## src/rtl/tracer_pkg.sv

```systemverilog
// Shared tracer types: the RVFI retirement record and default retire-buffer depth.
package tracer_pkg;

  localparam int unsigned RvfiBufDepth = 8;
  localparam int unsigned RvfiOrderW   = 64;

  typedef struct packed {
    logic [RvfiOrderW-1:0] order;
    logic [31:0]           insn;
    logic [31:0]           pc;
    logic [4:0]            rd_addr;
    logic [31:0]           rd_wdata;
  } rvfi_t;

endpackage

```

## src/rtl/rvfi_retire_buf.sv

```systemverilog
// Dual-issue RVFI retirement buffer: stamps a running order and drains one record per cycle.
// Optional saturating drop counter built only when RVFI_DROP_CNT_EN is defined.
module rvfi_retire_buf
  import tracer_pkg::*;
#(
  parameter int unsigned DEPTH    = RvfiBufDepth,
  parameter int unsigned DropCntW = 16
) (
  input  logic                clk_i,
  input  logic                rst_i,
  input  logic [1:0]          in_valid_i,
  input  rvfi_t               in_data0_i,
  input  rvfi_t               in_data1_i,
  output logic                in_rdy_o,
  output logic                out_valid_o,
  output rvfi_t               out_data_o,
  input  logic                out_rdy_i,
  output logic [DropCntW-1:0] drop_cnt_o
);

  localparam int unsigned PtrW = $clog2(DEPTH);
  localparam int unsigned CntW = PtrW + 1;
  localparam logic [CntW-1:0] RdyMax = CntW'(DEPTH - 2);

  rvfi_t                 mem_q [DEPTH];
  logic [PtrW-1:0]       wr_ptr_q, rd_ptr_q, wr_idx1;
  logic [CntW-1:0]       count_q;
  logic [RvfiOrderW-1:0] order_q;
  logic [1:0]            acc, push_n;
  logic                  pop;
  rvfi_t                 wr_rec0, wr_rec1;

  // Ready is judged on the registered count only, so a same-cycle pop never frees room.
  assign in_rdy_o    = rst_i | (count_q <= RdyMax);
  assign out_valid_o = ~rst_i & (count_q != '0);
  assign out_data_o  = mem_q[rd_ptr_q];

  assign acc    = in_valid_i & {2{in_rdy_o}};
  assign push_n = {1'b0, acc[0]} + {1'b0, acc[1]};
  assign pop    = out_valid_o & out_rdy_i;

  always_comb begin
    wr_rec0       = in_data0_i;
    wr_rec0.order = order_q;
    wr_rec1       = in_data1_i;
    wr_rec1.order = order_q + RvfiOrderW'(acc[0]);
    wr_idx1       = wr_ptr_q + PtrW'(acc[0]);
  end

  always_ff @(posedge clk_i) begin
    if (acc[0]) mem_q[wr_ptr_q] <= wr_rec0;
    if (acc[1]) mem_q[wr_idx1]  <= wr_rec1;
  end

  always_ff @(posedge clk_i) begin
    if (rst_i) begin
      wr_ptr_q <= '0;
      rd_ptr_q <= '0;
      count_q  <= '0;
      order_q  <= '0;
    end else begin
      wr_ptr_q <= wr_ptr_q + PtrW'(push_n);
      rd_ptr_q <= rd_ptr_q + PtrW'(pop);
      count_q  <= count_q + CntW'(push_n) - CntW'(pop);
      if (|acc) order_q <= order_q + RvfiOrderW'(push_n);
    end
  end

`ifdef RVFI_DROP_CNT_EN
  logic [1:0]          drop_n;
  logic [DropCntW:0]   drop_sum;
  logic [DropCntW-1:0] drop_q;

  assign drop_n   = {1'b0, in_valid_i[0] & ~in_rdy_o} + {1'b0, in_valid_i[1] & ~in_rdy_o};
  assign drop_sum = {1'b0, drop_q} + (DropCntW + 1)'(drop_n);

  always_ff @(posedge clk_i) begin
    if (rst_i) begin
      drop_q <= '0;
    end else if (drop_sum[DropCntW]) begin
      drop_q <= '1;
    end else begin
      drop_q <= drop_sum[DropCntW-1:0];
    end
  end

  assign drop_cnt_o = rst_i ? '0 : drop_q;
`else
  assign drop_cnt_o = '0;
`endif

endmodule

```

## config.mk

```make
export PLATFORM = sky130hd
export DESIGN_NAME = rvfi_retire_buf
export DESIGN_NICKNAME = d
export VERILOG_FILES = /design/src/rtl/tracer_pkg.sv /design/src/rtl/rvfi_retire_buf.sv
export SDC_FILE = /design/constraint.sdc
export NUM_CORES = 2
export LEC_CHECK = 0
export BUFFER_PORTS_ARGS = -buffer_cell sky130_fd_sc_hd__buf_2
export CORE_UTILIZATION = 60
export CTS_BUF_LIST = sky130_fd_sc_hd__clkbuf_16
export DETAILED_ROUTE_END_ITERATION = 7
export PLACE_DENSITY = 0.79
export SKIP_CTS_REPAIR_TIMING = 1
export SYNTH_ARGS = -nofsm -noshare
export SYNTH_HDL_FRONTEND = slang
export SYNTH_SLANG_ARGS = --single-unit
```

## constraint.sdc

```tcl
create_clock -name clk_i -period 16.2 [get_ports clk_i]
set_clock_uncertainty 0.2 [all_clocks]
set_input_delay 0.81 -clock clk_i [delete_from_list [all_inputs] [get_ports clk_i]]
set_output_delay 0.81 -clock clk_i [all_outputs]
set_load 0.01 [all_outputs]
```

==> tab_implementation.tex <==
\begin{tabular}{lr}
\hline
Metric & Value \\
\hline
\multicolumn{2}{l}{\textbf{Run status}} \\
\quad Outcome & finished, final reports clean \\
\multicolumn{2}{l}{\textbf{Power}} \\
\quad Switching part of the total power & 32.1\% \\
\quad Maximum resistive drop on vdd & roughly 140 uV \\
\quad Power per Cell Area & 147 mW/mm\^{}2 \\
\quad Portion of total power attributed to the clock network & approximately 28\% \\
\quad Sequential cell fraction of total power & 44.1\% \\
\quad Power dissipated by switching net loads & 3.70 mW \\
\quad Combinational power share & 28.0\% \\
\quad Pint & 7.80 mW \\
\quad P\_leak & 30.7 nW \\
\multicolumn{2}{l}{\textbf{Die}} \\
\quad Top-Level Pins & 518 \\
\quad Standard-cell rows & approximately 130 \\
\quad Core Footprint & approximately 0.12 mm\^{}2 \\
\quad Die area & approximately 0.12 mm\^{}2 \\
\quad Die Y-Extent & 348 um \\
\quad X dimension of the die & 348 um \\
\quad Starting density of the core & 60.7\% \\
\multicolumn{2}{l}{\textbf{Synth}} \\
\quad Register area share after synthesis & 57.2\% \\
\quad Count of unique library cells instantiated by Yosys & 51 \\
\quad Share of Yosys cell area claimed by the top area cell type & between 50\% and 60\% \\
\quad Count of warnings emitted by yosys & 0 \\
\quad Largest area contributor in the netlist & sky130\_fd\_sc\_hd\_\_edfxtp\_1 \\
\quad Post-synthesis instance area & 0.0719 mm\^{}2 \\
\quad Top cells by count, synth & 2668 x sky130\_fd\_sc\_hd\_\_nand2\_1, 1320 x sky130\_fd\_sc\_hd\_\_edfxtp\_1, 409 x sky130\_fd\_sc\_hd\_\_nor2\_1 \\
\quad Post-synthesis register bit count & around 1400 \\
\quad Synth Area per Inst & 11.0 um\^{}2 \\
\quad Number of enable-type register cells in the synthesized netlist & 1320 \\
\quad Share of flip-flops with an asynchronous set or reset after synthesis & 0\% \\
\quad Most frequently used flop master after synthesis & sky130\_fd\_sc\_hd\_\_edfxtp\_1 \\
\quad Cell count after synthesis & between 6000 and 7000 \\
\quad Most common cell in the netlist & sky130\_fd\_sc\_hd\_\_nand2\_1 \\
\quad Dominant cells by area after synthesis & sky130\_fd\_sc\_hd\_\_edfxtp\_1 55\%, sky130\_fd\_sc\_hd\_\_nand2\_1 14\%, sky130\_fd\_sc\_hd\_\_mux4\_2 10\%, sky130\_fd\_sc\_hd\_\_xor2\_1 4.1\%, sky130\_fd\_sc\_hd\_\_xnor2\_1 2.6\% \\
\multicolumn{2}{l}{\textbf{Global routing}} \\
\quad Number of global-route vias before repair & 50300 \\
\quad GRT Util Overall & 34.6\% \\
\quad Congestion Overflow GR & 0 \\
\quad Global-route wire length before repair & 310000 um \\
\quad Initial antenna violation count & 56 \\
\quad Maximum number of pins on one net before global-route repair & around 120 \\
\multicolumn{2}{l}{\textbf{Critical path}} \\
\quad Critical path fanouts, max & 95 \\
\quad Critical R2R Capture & mem\_q[5][140]\$\_DFFE\_PP\_ \\
\quad Register-to-Register Setup Slack & 9780 ps \\
\quad Most used cell, CP & sky130\_fd\_sc\_hd\_\_buf\_4 \\
\quad Kind of critical path & input pin to register \\
\quad Crit path max-delay cell type & sky130\_fd\_sc\_hd\_\_buf\_4 \\
\quad Maximum cell stage delay along the critical path & roughly 900 ps \\
\quad Kind of end point of the critical path & register \\
\quad Worst setup path end & mem\_q[5][140]\$\_DFFE\_PP\_ \\
\quad Endpoint arrival time on the critical path & 6610 ps \\
\quad Series of cell instances along the critical path & buf\_4, nand4b\_1, o31a\_1, nand2\_1, inv\_1, ha\_1, ha\_1, xnor2\_1, nor2\_1, nand2\_8, o21ai\_4, buf\_4, buf\_4 \\
\quad Element type at the critical path start & input pin \\
\quad Origin of the worst setup path & rst\_i \\
\quad Data required time at the worst endpoint & 16370 ps \\
\quad Number of cells on the worst reg-to-reg path & 14 \\
\quad Critical register-to-register path startpoint & count\_q[3]\$\_SDFF\_PP0\_ \\
\multicolumn{2}{l}{\textbf{Finish}} \\
\quad Area added between synthesis and finish & 9.16\% \\
\quad Layout cells sized above 1 & 18.0\% \\
\quad Total number of nets in the final design & around 6800 \\
\quad Fill count & between 8000 and 9000 \\
\multicolumn{2}{l}{\textbf{Timing}} \\
\quad Max Clock Freq & 155 MHz \\
\quad Actual transition at the worst max-transition pin & $\sim$1200 ps \\
\quad Hold Fails Final Rpt & 0 \\
\quad Minimum clock period & approximately 6400 ps \\
\quad RSZ-0062 raised after global routing & false \\
\quad Max-slew violation total from the final report & 0 \\
\quad Fraction of the cycle the final worst path needs & 39.7\% \\
\quad Setup TNS & 0 ps \\
\quad Endpoints failing setup & 0 \\
\quad Final critical-path setup slack & 9760 ps \\
\quad Max transition margin & a little under a fifth \\
\multicolumn{2}{l}{\textbf{Clock tree}} \\
\quad Clock Pin Slew Worst Setup and Hold Paths & 60 ps \\
\quad Cts bufs inserted & 146 \\
\quad TritonCTS clock tree & done \\
\quad Worst-case clock buffer depth & 3 \\
\quad Clock sink count & 1394 \\
\quad H-Tree Depth & 4 \\
\quad Worst-Skew Late Latency & roughly 760 ps \\
\quad Root buffer cell & sky130\_fd\_sc\_hd\_\_clkbuf\_16 \\
\multicolumn{2}{l}{\textbf{Route}} \\
\quad Sum of routed wire length over all layers & 210000 um \\
\quad Detailed-route wire length per cell & 25.5 um \\
\quad Total via count in the routed design & 50800 \\
\quad Number of nets with antenna violations after routing & 0 \\
\quad Number of violations reported at the end of detailed-routing iteration 0 & slightly above 7000 \\
\quad DRT Pass-1 Iters & 6 \\
\quad Vias per cell & 6.17 \\
\quad DRC & 0 \\
\multicolumn{2}{l}{\textbf{Min path}} \\
\quad Hold Path Depth & 3 \\
\quad Type of the worst min-delay path & input pin to register \\
\multicolumn{2}{l}{\textbf{Placed design}} \\
\quad Final weighted congestion in routability-driven placement & 0.977 \\
\quad Worst setup slack after placement & 9030 ps \\
\quad IO buf count & around 370 \\
\quad DP HPWL & between 100000 and 150000 um \\
\multicolumn{2}{l}{\textbf{Run}} \\
\quad Max-cap viol count & 0 \\
\hline
\end{tabular}
==> placed cells by master (no fill, tap or decap), types with 4 or more instances in the layout <==
cell	n
sky130_fd_sc_hd__conb_1	16
sky130_fd_sc_hd__and4_1	9
sky130_fd_sc_hd__clkbuf_16	152
sky130_fd_sc_hd__nor3_1	33
sky130_fd_sc_hd__nand3_1	55
sky130_fd_sc_hd__mux4_2	330
sky130_fd_sc_hd__xnor2_1	213
sky130_fd_sc_hd__o21ai_0	21
sky130_fd_sc_hd__or4_1	7
sky130_fd_sc_hd__and2_1	8
sky130_fd_sc_hd__bufinv_16	8
sky130_fd_sc_hd__nor2b_1	6
sky130_fd_sc_hd__edfxtp_1	1320
sky130_fd_sc_hd__buf_4	82
sky130_fd_sc_hd__nand4_1	44
sky130_fd_sc_hd__clkinv_1	38
sky130_fd_sc_hd__mux2_2	165
sky130_fd_sc_hd__nand2_4	4
sky130_fd_sc_hd__nor3b_1	4
sky130_fd_sc_hd__nor4_1	13
sky130_fd_sc_hd__inv_1	50
sky130_fd_sc_hd__a21oi_1	17
sky130_fd_sc_hd__nand2_1	2662
sky130_fd_sc_hd__diode_2	44
sky130_fd_sc_hd__and3_1	14
sky130_fd_sc_hd__nor3_2	10
sky130_fd_sc_hd__xor2_1	338
sky130_fd_sc_hd__buf_2	372
sky130_fd_sc_hd__clkinv_2	23
sky130_fd_sc_hd__or3_1	21
sky130_fd_sc_hd__dfxtp_1	71
sky130_fd_sc_hd__or2_2	7
sky130_fd_sc_hd__nand2b_1	7
sky130_fd_sc_hd__ha_1	18
sky130_fd_sc_hd__nor4_2	5
sky130_fd_sc_hd__nor2_1	409
sky130_fd_sc_hd__o21ai_4	6
==> power groups by stage <==
stage / logic [mW] / clock network [mW] / registers [mW]
detailed placement: 3.17 / 0 / 5.14
finish: 3.22 / 3.21 / 5.07
global route: 3.38 / 3.34 / 5.13
global placement: 3.11 / 0 / 5.10
floorplan: 1.97 / 0 / 5.40
CTS: 3.19 / 3.21 / 5.07
==> per-stage QoR <==
step	cells	power (mW)	util [%]	hold slack [ps]	instance area [um^2]
3_3_place_gp	7938	8.21	62.4	295	73900
6_report	8241	11.5	66.3	217	78500
4_1_cts	8197	11.5	66.2	175	78400
3_5_place_dp	7938	8.31	62.4	311	73900
5_1_grt	8233	11.8	66.3	207	78400
2_1_floorplan	6533	7.37	-	271	71900
==> critical path, delay by kind of cell <==
kind / cells / cell delay (ps)
buf+inv: 4 / 2270
compound gates: 2 / 860
simple gates: 4 / 2030
xor+xnor: 1 / 190
fa+ha+maj: 2 / 370
==> metal layers <==
metal / up-vias / GRT usage [%] / wire [um]
met3: 649 / 7.24 / 29100
met2: 3829 / 54.6 / 99600
met4: 28 / 17.8 / 9150
li1: 21900 / - / -
met1: 24400 / 45.7 / 72400
met5: - / 0 / 177
==> final cells by class <==
cell class,instances,area [um^2],area share (%)
antenna,44,110,0.140
clock buffer,152,3800,4.85
clock inverter,107,673,0.858
inverter,19,71.3,0.0909
multi-input combinational,4468,28100,35.9
sequential,1394,41100,52.4
tap,1600,2000,2.55
timing repair buffer,457,2540,3.23
==> logic make-up (layout without fill, tap and decap cells) <==
group | after synthesis | count (layout) | share of synthesized area, %
AO/OA/AOI/OAI | 49 | 49 | 0.362
XOR/XNOR | 551 | 551 | 6.71
adder cells (fa/ha/maj) | 21 | 21 | 0.397
buffers and inverters | 671 | 735 | 4.05
flip-flops | 1394 | 1394 | 57.2
multiplexers | 496 | 496 | 12.9
other | 1 | 60 | 0.00522
AND/OR/NAND/NOR | 3335 | 3335 | 18.3
==> worst min-delay path by stage <==
stage | start | endpoint | slack, ps
global route | in_data1_i[74] | mem_q[7][74]$_DFFE_PP_ | 210
detailed placement | order_q[42]$_SDFFE_PP0P_ | order_q[42]$_SDFFE_PP0P_ | 310
finish | in_data1_i[74] | mem_q[4][74]$_DFFE_PP_ | 220
floorplan | order_q[42]$_SDFFE_PP0P_ | order_q[42]$_SDFFE_PP0P_ | 270
CTS | in_data1_i[74] | mem_q[4][74]$_DFFE_PP_ | 180
global placement | order_q[42]$_SDFFE_PP0P_ | order_q[42]$_SDFFE_PP0P_ | 290
==> state kept, by name, summed over array words and instances (netlist names) <==
name,cells
mem_q,1320
rd_ptr_q,3
wr_ptr_q,3
order_q,64
count_q,4
Power figures use the tool's default switching activity.
